===== src/rtl/wb_burst_master.sv =====
// Wishbone B3 master for single and incrementing-burst commands: CTI/BTE signalling,
// streamed write/read data, error termination and a strobe timeout.
module wb_burst_master #(
    parameter int DATA_WIDTH = 32,
    parameter int ADDR_WIDTH = 32,
    parameter int MAX_BURST  = 16,
    parameter int TIMEOUT    = 256
) (
    input  logic                              wb_clk_i,
    input  logic                              wb_rst_n_i,
    input  logic                              cmd_valid_i,
    output logic                              cmd_ready_o,
    input  logic                              cmd_we_i,
    input  logic [ADDR_WIDTH-1:0]             cmd_addr_i,
    input  logic [$clog2(MAX_BURST):0]        cmd_len_i,
    input  logic [DATA_WIDTH-1:0]             wr_data_i,
    input  logic                              wr_valid_i,
    output logic                              wr_ready_o,
    output logic [DATA_WIDTH-1:0]             rd_data_o,
    output logic                              rd_valid_o,
    output logic                              done_o,
    output logic                              err_o,
    output logic [ADDR_WIDTH-1:0]             m_wb_adr_o,
    output logic [DATA_WIDTH/8-1:0]           m_wb_sel_o,
    output logic                              m_wb_we_o,
    output logic [DATA_WIDTH-1:0]             m_wb_dat_o,
    input  logic [DATA_WIDTH-1:0]             m_wb_dat_i,
    output logic                              m_wb_cyc_o,
    output logic                              m_wb_stb_o,
    input  logic                              m_wb_ack_i,
    input  logic                              m_wb_err_i,
    output logic [2:0]                        m_wb_cti_o,
    output logic [1:0]                        m_wb_bte_o
);
    localparam int LEN_W = $clog2(MAX_BURST) + 1;
    localparam int SEL_W = DATA_WIDTH / 8;
    localparam int OFF_W = $clog2(SEL_W);
    localparam int TMO_W = $clog2(TIMEOUT + 1);
    localparam logic [LEN_W-1:0]      MAX_LEN  = LEN_W'(MAX_BURST);
    localparam logic [ADDR_WIDTH-1:0] ADR_STEP = ADDR_WIDTH'(SEL_W);
    localparam logic [ADDR_WIDTH-1:0] ADR_MASK = ~((ADDR_WIDTH'(1) << OFF_W) - ADDR_WIDTH'(1));
    localparam logic [TMO_W-1:0]      TMO_LAST = TMO_W'(TIMEOUT - 1);
    localparam logic [2:0] CTI_CLASSIC = 3'b000;
    localparam logic [2:0] CTI_INCR    = 3'b010;
    localparam logic [2:0] CTI_END     = 3'b111;

    typedef enum logic [1:0] {IDLE, BURST, DONE} state_t;

    state_t                  state;
    logic [LEN_W-1:0]        len_r;
    logic [LEN_W-1:0]        rem_r;
    logic [LEN_W-1:0]        req_r;
    logic [TMO_W-1:0]        tmo_cnt;
    logic                    we_r;
    logic                    cyc_r;
    logic                    stb_r;
    logic [2:0]              cti_r;
    logic [ADDR_WIDTH-1:0]   adr_r;
    logic [DATA_WIDTH-1:0]   hold_r;
    logic [DATA_WIDTH-1:0]   rd_data_r;
    logic                    rd_valid_r;
    logic                    done_r;
    logic                    err_r;
    logic                    cmd_ready_r;

    logic beat_ok;
    logic abort;
    logic wr_fire;

    function automatic logic [2:0] beat_cti(input logic [LEN_W-1:0] len, input logic last);
        if (len == LEN_W'(1))
            return CTI_CLASSIC;
        return last ? CTI_END : CTI_INCR;
    endfunction

    // err wins over a simultaneous ack; timeout fires on the TIMEOUT-th unanswered strobe cycle
    assign beat_ok = stb_r & m_wb_ack_i & ~m_wb_err_i;
    assign abort   = stb_r & (m_wb_err_i | (~m_wb_ack_i & (tmo_cnt == TMO_LAST)));

    // For writes stb_r doubles as the hold-register valid flag
    assign wr_ready_o = (state == BURST) & we_r & (req_r < len_r) & (~stb_r | beat_ok);
    assign wr_fire    = wr_valid_i & wr_ready_o;

    assign cmd_ready_o = cmd_ready_r;
    assign rd_data_o   = rd_data_r;
    assign rd_valid_o  = rd_valid_r;
    assign done_o      = done_r;
    assign err_o       = err_r;
    assign m_wb_adr_o  = adr_r;
    assign m_wb_sel_o  = {SEL_W{stb_r}};
    assign m_wb_we_o   = we_r & cyc_r;
    assign m_wb_dat_o  = hold_r;
    assign m_wb_cyc_o  = cyc_r;
    assign m_wb_stb_o  = stb_r;
    assign m_wb_cti_o  = cti_r;
    assign m_wb_bte_o  = 2'b00;

    always_ff @(posedge wb_clk_i or negedge wb_rst_n_i) begin
        if (!wb_rst_n_i) begin
            state       <= IDLE;
            len_r       <= '0;
            rem_r       <= '0;
            req_r       <= '0;
            tmo_cnt     <= '0;
            we_r        <= 1'b0;
            cyc_r       <= 1'b0;
            stb_r       <= 1'b0;
            cti_r       <= CTI_CLASSIC;
            adr_r       <= '0;
            hold_r      <= '0;
            rd_data_r   <= '0;
            rd_valid_r  <= 1'b0;
            done_r      <= 1'b0;
            err_r       <= 1'b0;
            cmd_ready_r <= 1'b1;
        end else begin
            done_r     <= 1'b0;
            rd_valid_r <= 1'b0;
            case (state)
                IDLE: begin
                    if (cmd_valid_i) begin
                        cmd_ready_r <= 1'b0;
                        we_r        <= cmd_we_i;
                        len_r       <= cmd_len_i;
                        rem_r       <= cmd_len_i;
                        req_r       <= '0;
                        tmo_cnt     <= '0;
                        adr_r       <= cmd_addr_i & ADR_MASK;
                        if (cmd_len_i == '0 || cmd_len_i > MAX_LEN) begin
                            state  <= DONE;
                            done_r <= 1'b1;
                            err_r  <= 1'b1;
                        end else begin
                            state <= BURST;
                            cyc_r <= 1'b1;
                            err_r <= 1'b0;
                            if (!cmd_we_i) begin
                                stb_r <= 1'b1;
                                cti_r <= beat_cti(cmd_len_i, cmd_len_i == LEN_W'(1));
                            end
                        end
                    end
                end
                BURST: begin
                    if (abort) begin
                        cyc_r  <= 1'b0;
                        stb_r  <= 1'b0;
                        cti_r  <= CTI_CLASSIC;
                        state  <= DONE;
                        done_r <= 1'b1;
                        err_r  <= 1'b1;
                    end else begin
                        if (beat_ok) begin
                            adr_r   <= adr_r + ADR_STEP;
                            rem_r   <= rem_r - LEN_W'(1);
                            tmo_cnt <= '0;
                            if (!we_r) begin
                                rd_data_r  <= m_wb_dat_i;
                                rd_valid_r <= 1'b1;
                            end
                        end else if (stb_r) begin
                            tmo_cnt <= tmo_cnt + TMO_W'(1);
                        end

                        if (beat_ok && rem_r == LEN_W'(1)) begin
                            cyc_r  <= 1'b0;
                            stb_r  <= 1'b0;
                            cti_r  <= CTI_CLASSIC;
                            state  <= DONE;
                            done_r <= 1'b1;
                            err_r  <= 1'b0;
                        end else if (!we_r) begin
                            if (beat_ok)
                                cti_r <= beat_cti(len_r, rem_r == LEN_W'(2));
                        end else if (wr_fire) begin
                            hold_r <= wr_data_i;
                            stb_r  <= 1'b1;
                            req_r  <= req_r + LEN_W'(1);
                            cti_r  <= beat_cti(len_r, (req_r + LEN_W'(1)) == len_r);
                        end else if (beat_ok) begin
                            stb_r <= 1'b0;
                            cti_r <= CTI_CLASSIC;
                        end
                    end
                end
                DONE: begin
                    state       <= IDLE;
                    err_r       <= 1'b0;
                    we_r        <= 1'b0;
                    cmd_ready_r <= 1'b1;
                end
                default: state <= IDLE;
            endcase
        end
    end
endmodule


===== config.mk =====
export PLATFORM = sky130hd
export DESIGN_NAME = wb_burst_master
export DESIGN_NICKNAME = d
export VERILOG_FILES = /design/src/rtl/wb_burst_master.sv
export SDC_FILE = /design/constraint.sdc
export NUM_CORES = 1
export LEC_CHECK = 0
export ABC_AREA = 1
export BUFFER_PORTS_ARGS = -buffer_cell sky130_fd_sc_hd__buf_2
export CAP_MARGIN = 20
export CORE_MARGIN = 4
export CORE_UTILIZATION = 50
export DETAILED_ROUTE_END_ITERATION = 6
export PLACE_DENSITY = 0.86
export SLEW_MARGIN = 20
export SYNTH_ARGS = -nofsm -noshare
export SYNTH_HDL_FRONTEND = slang
export SYNTH_SLANG_ARGS = --single-unit

===== constraint.sdc =====
create_clock -name wb_clk_i -period 3.3 [get_ports wb_clk_i]
set_input_delay 0.33 -clock wb_clk_i [delete_from_list [all_inputs] [get_ports wb_clk_i]]
set_output_delay 0.33 -clock wb_clk_i [all_outputs]
set_load 0.01 [all_outputs]

==> impl_results.md <==
* Overall routing resource usage at 25.6%
* Clock Latency Late Sink at 0.43 ns
* Detailed-router iteration count before antenna repair at 6
* Post-detailed-placement cell area at 0.00822 mm²
* Vertical die dimension at 127 µm
* Sequential cell area fraction in the yosys report at 45.5%
* DR DRC count at 0
* DR iter-0 viols at 549
* Total CTS buffers at 17
* Standby leakage power at 4.80 nW
* Fraction of power spent switching nets at 42.0%
* Core footprint at 0.0139 mm²
* Classification of the worst-slack hold path: primary input to flop
* Initial antenna violation count at 3
* Max-cap viol count at 0
* Top metal layer carrying routed signals: met4
* Total via count in the routed design at 7,180
* Count of yosys warnings during synthesis at 0
* Worst Hold End: rd_data_o[13]
* Met3 routed wirelength at 1.78 mm
* Die Area at 0.0162 mm²
* Internal at 4.30 mW
* Rel. slew slack at 51.2%
* Ys async rst share at 100%
* Clock sinks at 129
* Net count reported at finish at 1,260
* Result of the run: finished clean
* Clock share of power at 25.3%
* Data arrival at the endpoint of the critical path at 3.10 ns
* Setup TNS after final layout at 0 ns
* Reg2Reg Launch Point: tmo_cnt[0]
* Most common cell in the netlist: nand2_1
* Power per unit of standard cell area at 840 mW/mm²
* Number of enable flip-flop cells after synthesis at 0
* Fraction of power consumed by combinational cells at 38.0%
* Relative area change from synthesis to final layout at 24.3%
* Synth Flop Type: dfrtp_1
* Unique masters post-synth at 48
* CP endpoint kind: flop
* Min cycle time layout at 2.76 ns
* Critical setup path kind: flop to flop
* Routed length on met1 at 8.26 mm
* Final estimated routing congestion in global placement at 0.946
* Clock input transition at the sequential cells of the worst setup and hold paths at 0.06 ns
* Top cells by area in the synthesized netlist: dfrtp_1 (45%), nand2_1 (18%), nand3_1 (6.2%), inv_1 (4.2%), nor2_1 (3.8%)
* Slowest CP cell: inv_4
* Post-layout instance area at 0.00882 mm²
* Final hold violations at 0
* Setup repair after global routing missed its margin: false
* Sum of overflow across all layers after global routing at 0
* Wire length of the first global-routing pass at 33.3 mm
* FF-to-FF setup slack at 0.54 ns
* Initial core utilization at 51.1%
* Clock Skews at 0.0136 ns
* Critical Path, Cell by Cell: ha_1 > nand2_1 > inv_1 > nand3_1 > nor3b_1 > ha_1 > nor2_1 > nor2_4 > nand2_2 > nand2_2 > inv_2 > nand2_4 > inv_4 > o21ai_0 > o21ai_0
* HPWL after detailed placement at 14.6 mm
* Largest area contributor in the synthesized netlist: dfrtp_1
* Root Buffer: clkbuf_16
* Drt total wl at 20.5 mm
* Pin count of the biggest net entering global routing at 71
* Number of placed I/O pins at 221
* Seq pwr share at 36.7%
* Postcts setup bufs at 0
* Kind of launch point of the worst setup path: flop
* Worst-path maximum fanout at 43
* Proportion of layout cells with a drive suffix above 1 at 26.0%
* Data required time at the worst endpoint at 3.64 ns
* Combined buffer and inverter count along the critical path at 3
* Count of mapped cells out of synthesis at 935
* Count of input and output buffers at 214
* Switching Power at 3.11 mW
* Most used standard cells in the synthesized netlist: nand2_1 (332), dfrtp_1 (128), nand3_1 (88), inv_1 (80), nor2_1 (72)
* TritonCTS clock tree: done
* X dimension of the die at 127 µm
* Endpoints failing setup at 0
* Flops & latches, synth at 129
* Top delay family on crit path: simple AND/OR/NAND/NOR gates
* Clk buf depth at 2
* Fraction of synthesized cell area taken by the top area cell type at 45.1%
* Slew @ Worst Pin at 0.731 ns
* Number of cell rows at 43
* H-tree lvl count at 4
* Avg Synthesized Cell Area at 7.59 µm²
* Share of the cycle needed by the critical path after routing at 83.7%
* Post-detailed-route count of antenna-violating nets at 0
* Routed length per placed instance at 15.4 µm
* End of the worst register-to-register path: m_wb_adr_o[15]
* Delay of the slowest critical-path stage at 0.47 ns
* Netlist area before placement at 0.00710 mm²
* Worst reg-to-reg path cell count at 15
* Cts repair resizes at 0
* Worst hold path depth at 3
* Via density per instance at 5.39
* Met2 routed wirelength at 9.78 mm
* Worst IR Drop VDD at 0.000522 V
* Worst Min Path Start: m_wb_dat_i[13]
* Pins Over Slew Limit at 0
* Upper clock frequency limit at 362 MHz
* Vias in the first global route at 6,766
==> worst max path at each step <==
| stage | from | to | slack [ns] | depth (start not counted) |
|---|---|---|---|---|
| 2_1_floorplan | tmo_cnt[0] | m_wb_adr_o[9] | 1.30 | 16 |
| 3_3_place_gp | tmo_cnt[0] | m_wb_adr_o[22] | 0.73 | 15 |
| 3_5_place_dp | tmo_cnt[0] | m_wb_adr_o[15] | 0.60 | 15 |
| 4_1_cts | tmo_cnt[0] | m_wb_adr_o[15] | 0.55 | 15 |
| 5_1_grt | tmo_cnt[0] | rem_r[1] | 0.21 | 15 |
| 6_report | tmo_cnt[0] | m_wb_adr_o[15] | 0.54 | 15 |
==> final cells by class <==
class / count / area [µm²]
timing repair buffer: 222 / 1150
tap: 180 / 225
multi-input combinational: 680 / 3300
clock inverter: 14 / 155
clock buffer: 18 / 429
antenna: 4 / 10.0
fill: 1174 / 5060
inverter: 86 / 325
sequential: 129 / 3230
==> power groups by stage <==
stage | combinational (mW) | sequential (mW) | clock [mW]
2_1_floorplan | 1.72 | 2.81 | 0
3_3_place_gp | 2.71 | 2.69 | 0
3_5_place_dp | 2.81 | 2.71 | 0
4_1_cts | 2.83 | 2.70 | 1.90
5_1_grt | 3.18 | 2.79 | 1.97
6_report | 2.82 | 2.72 | 1.88
==> logic make-up after synthesis <==
family	synth area share, %
compound gates	8.87
xor+xnor	1.23
fa+ha+maj	2.82
buf+inv	8.30
flops	45.5
mux	0.141
other cells	0.0528
simple gates	33.1
==> per-layer routing <==
metal / track usage [%] / up-vias
met4: 11.0 / 0
met1: 33.5 / 3359
met5: 0 / -
met2: 41.1 / 369
met3: 5.56 / 50
li1: - / 3402
==> registers in the layout, summed over array words and instances, names as in the netlist <==
register     cells
m_wb_dat_o      32
rem_r            5
len_r            5
err_o            1
state            2
m_wb_adr_o      30
done_o           1
m_wb_cti_o       2
tmo_cnt          9
rd_valid_o       1
m_wb_stb_o       1
m_wb_cyc_o       1
rd_data_o       32
req_r            5
we_r             1
cmd_ready_o      1
==> stage by stage <==
step           power, mW  utilization (%)  hold WS (ns)  worst slack, ns  instances
2_1_floorplan       4.53                -        0.0344             1.30        938
3_3_place_gp        5.40             59.2         0.381            0.725       1296
3_5_place_dp        5.51             59.2         0.379            0.602       1296
4_1_cts             7.43             63.5        0.0998            0.548       1329
5_1_grt             7.95             63.5         0.109            0.208       1332
6_report            7.41             63.6         0.120            0.539       1333
==> timing repair <==
item	CTS	global route
hold endpoints to repair	48	0
hold buffers	1	0
endpoints found under the setup margin	0	0
==> worst register-to-register path, stage by stage, from the launching register on <==
cell and delay [ns]:
dfrtp_1 0.41, ha_1 0.23, nand2_1 0.09, inv_1 0.05
nand3_1 0.10, nor3b_1 0.07, ha_1 0.17, nor2_1 0.17
nor2_4 0.08, nand2_2 0.07, nand2_2 0.07, inv_2 0.07
nand2_4 0.21, inv_4 0.48, o21ai_0 0.21, o21ai_0 0.20
==> cell usage in the layout, fill, tap and decap left out, types with 5 or more instances in the layout <==
cell type    n
a21oi_1     15
buf_2      213
buf_4        7
clkbuf_16   17
dfrtp_1    128
ha_1        15
inv_1       80
inv_2        5
inv_6        5
nand2_1    332
nand3_1     88
nand4_1     15
nor2_1      72
nor3_1       8
o211ai_1     8
o21ai_0     42
o21ai_1     14
o21ai_2      8
or2_2        5
xor2_1       9
Note: power is estimated with default switching activity, not from simulation.
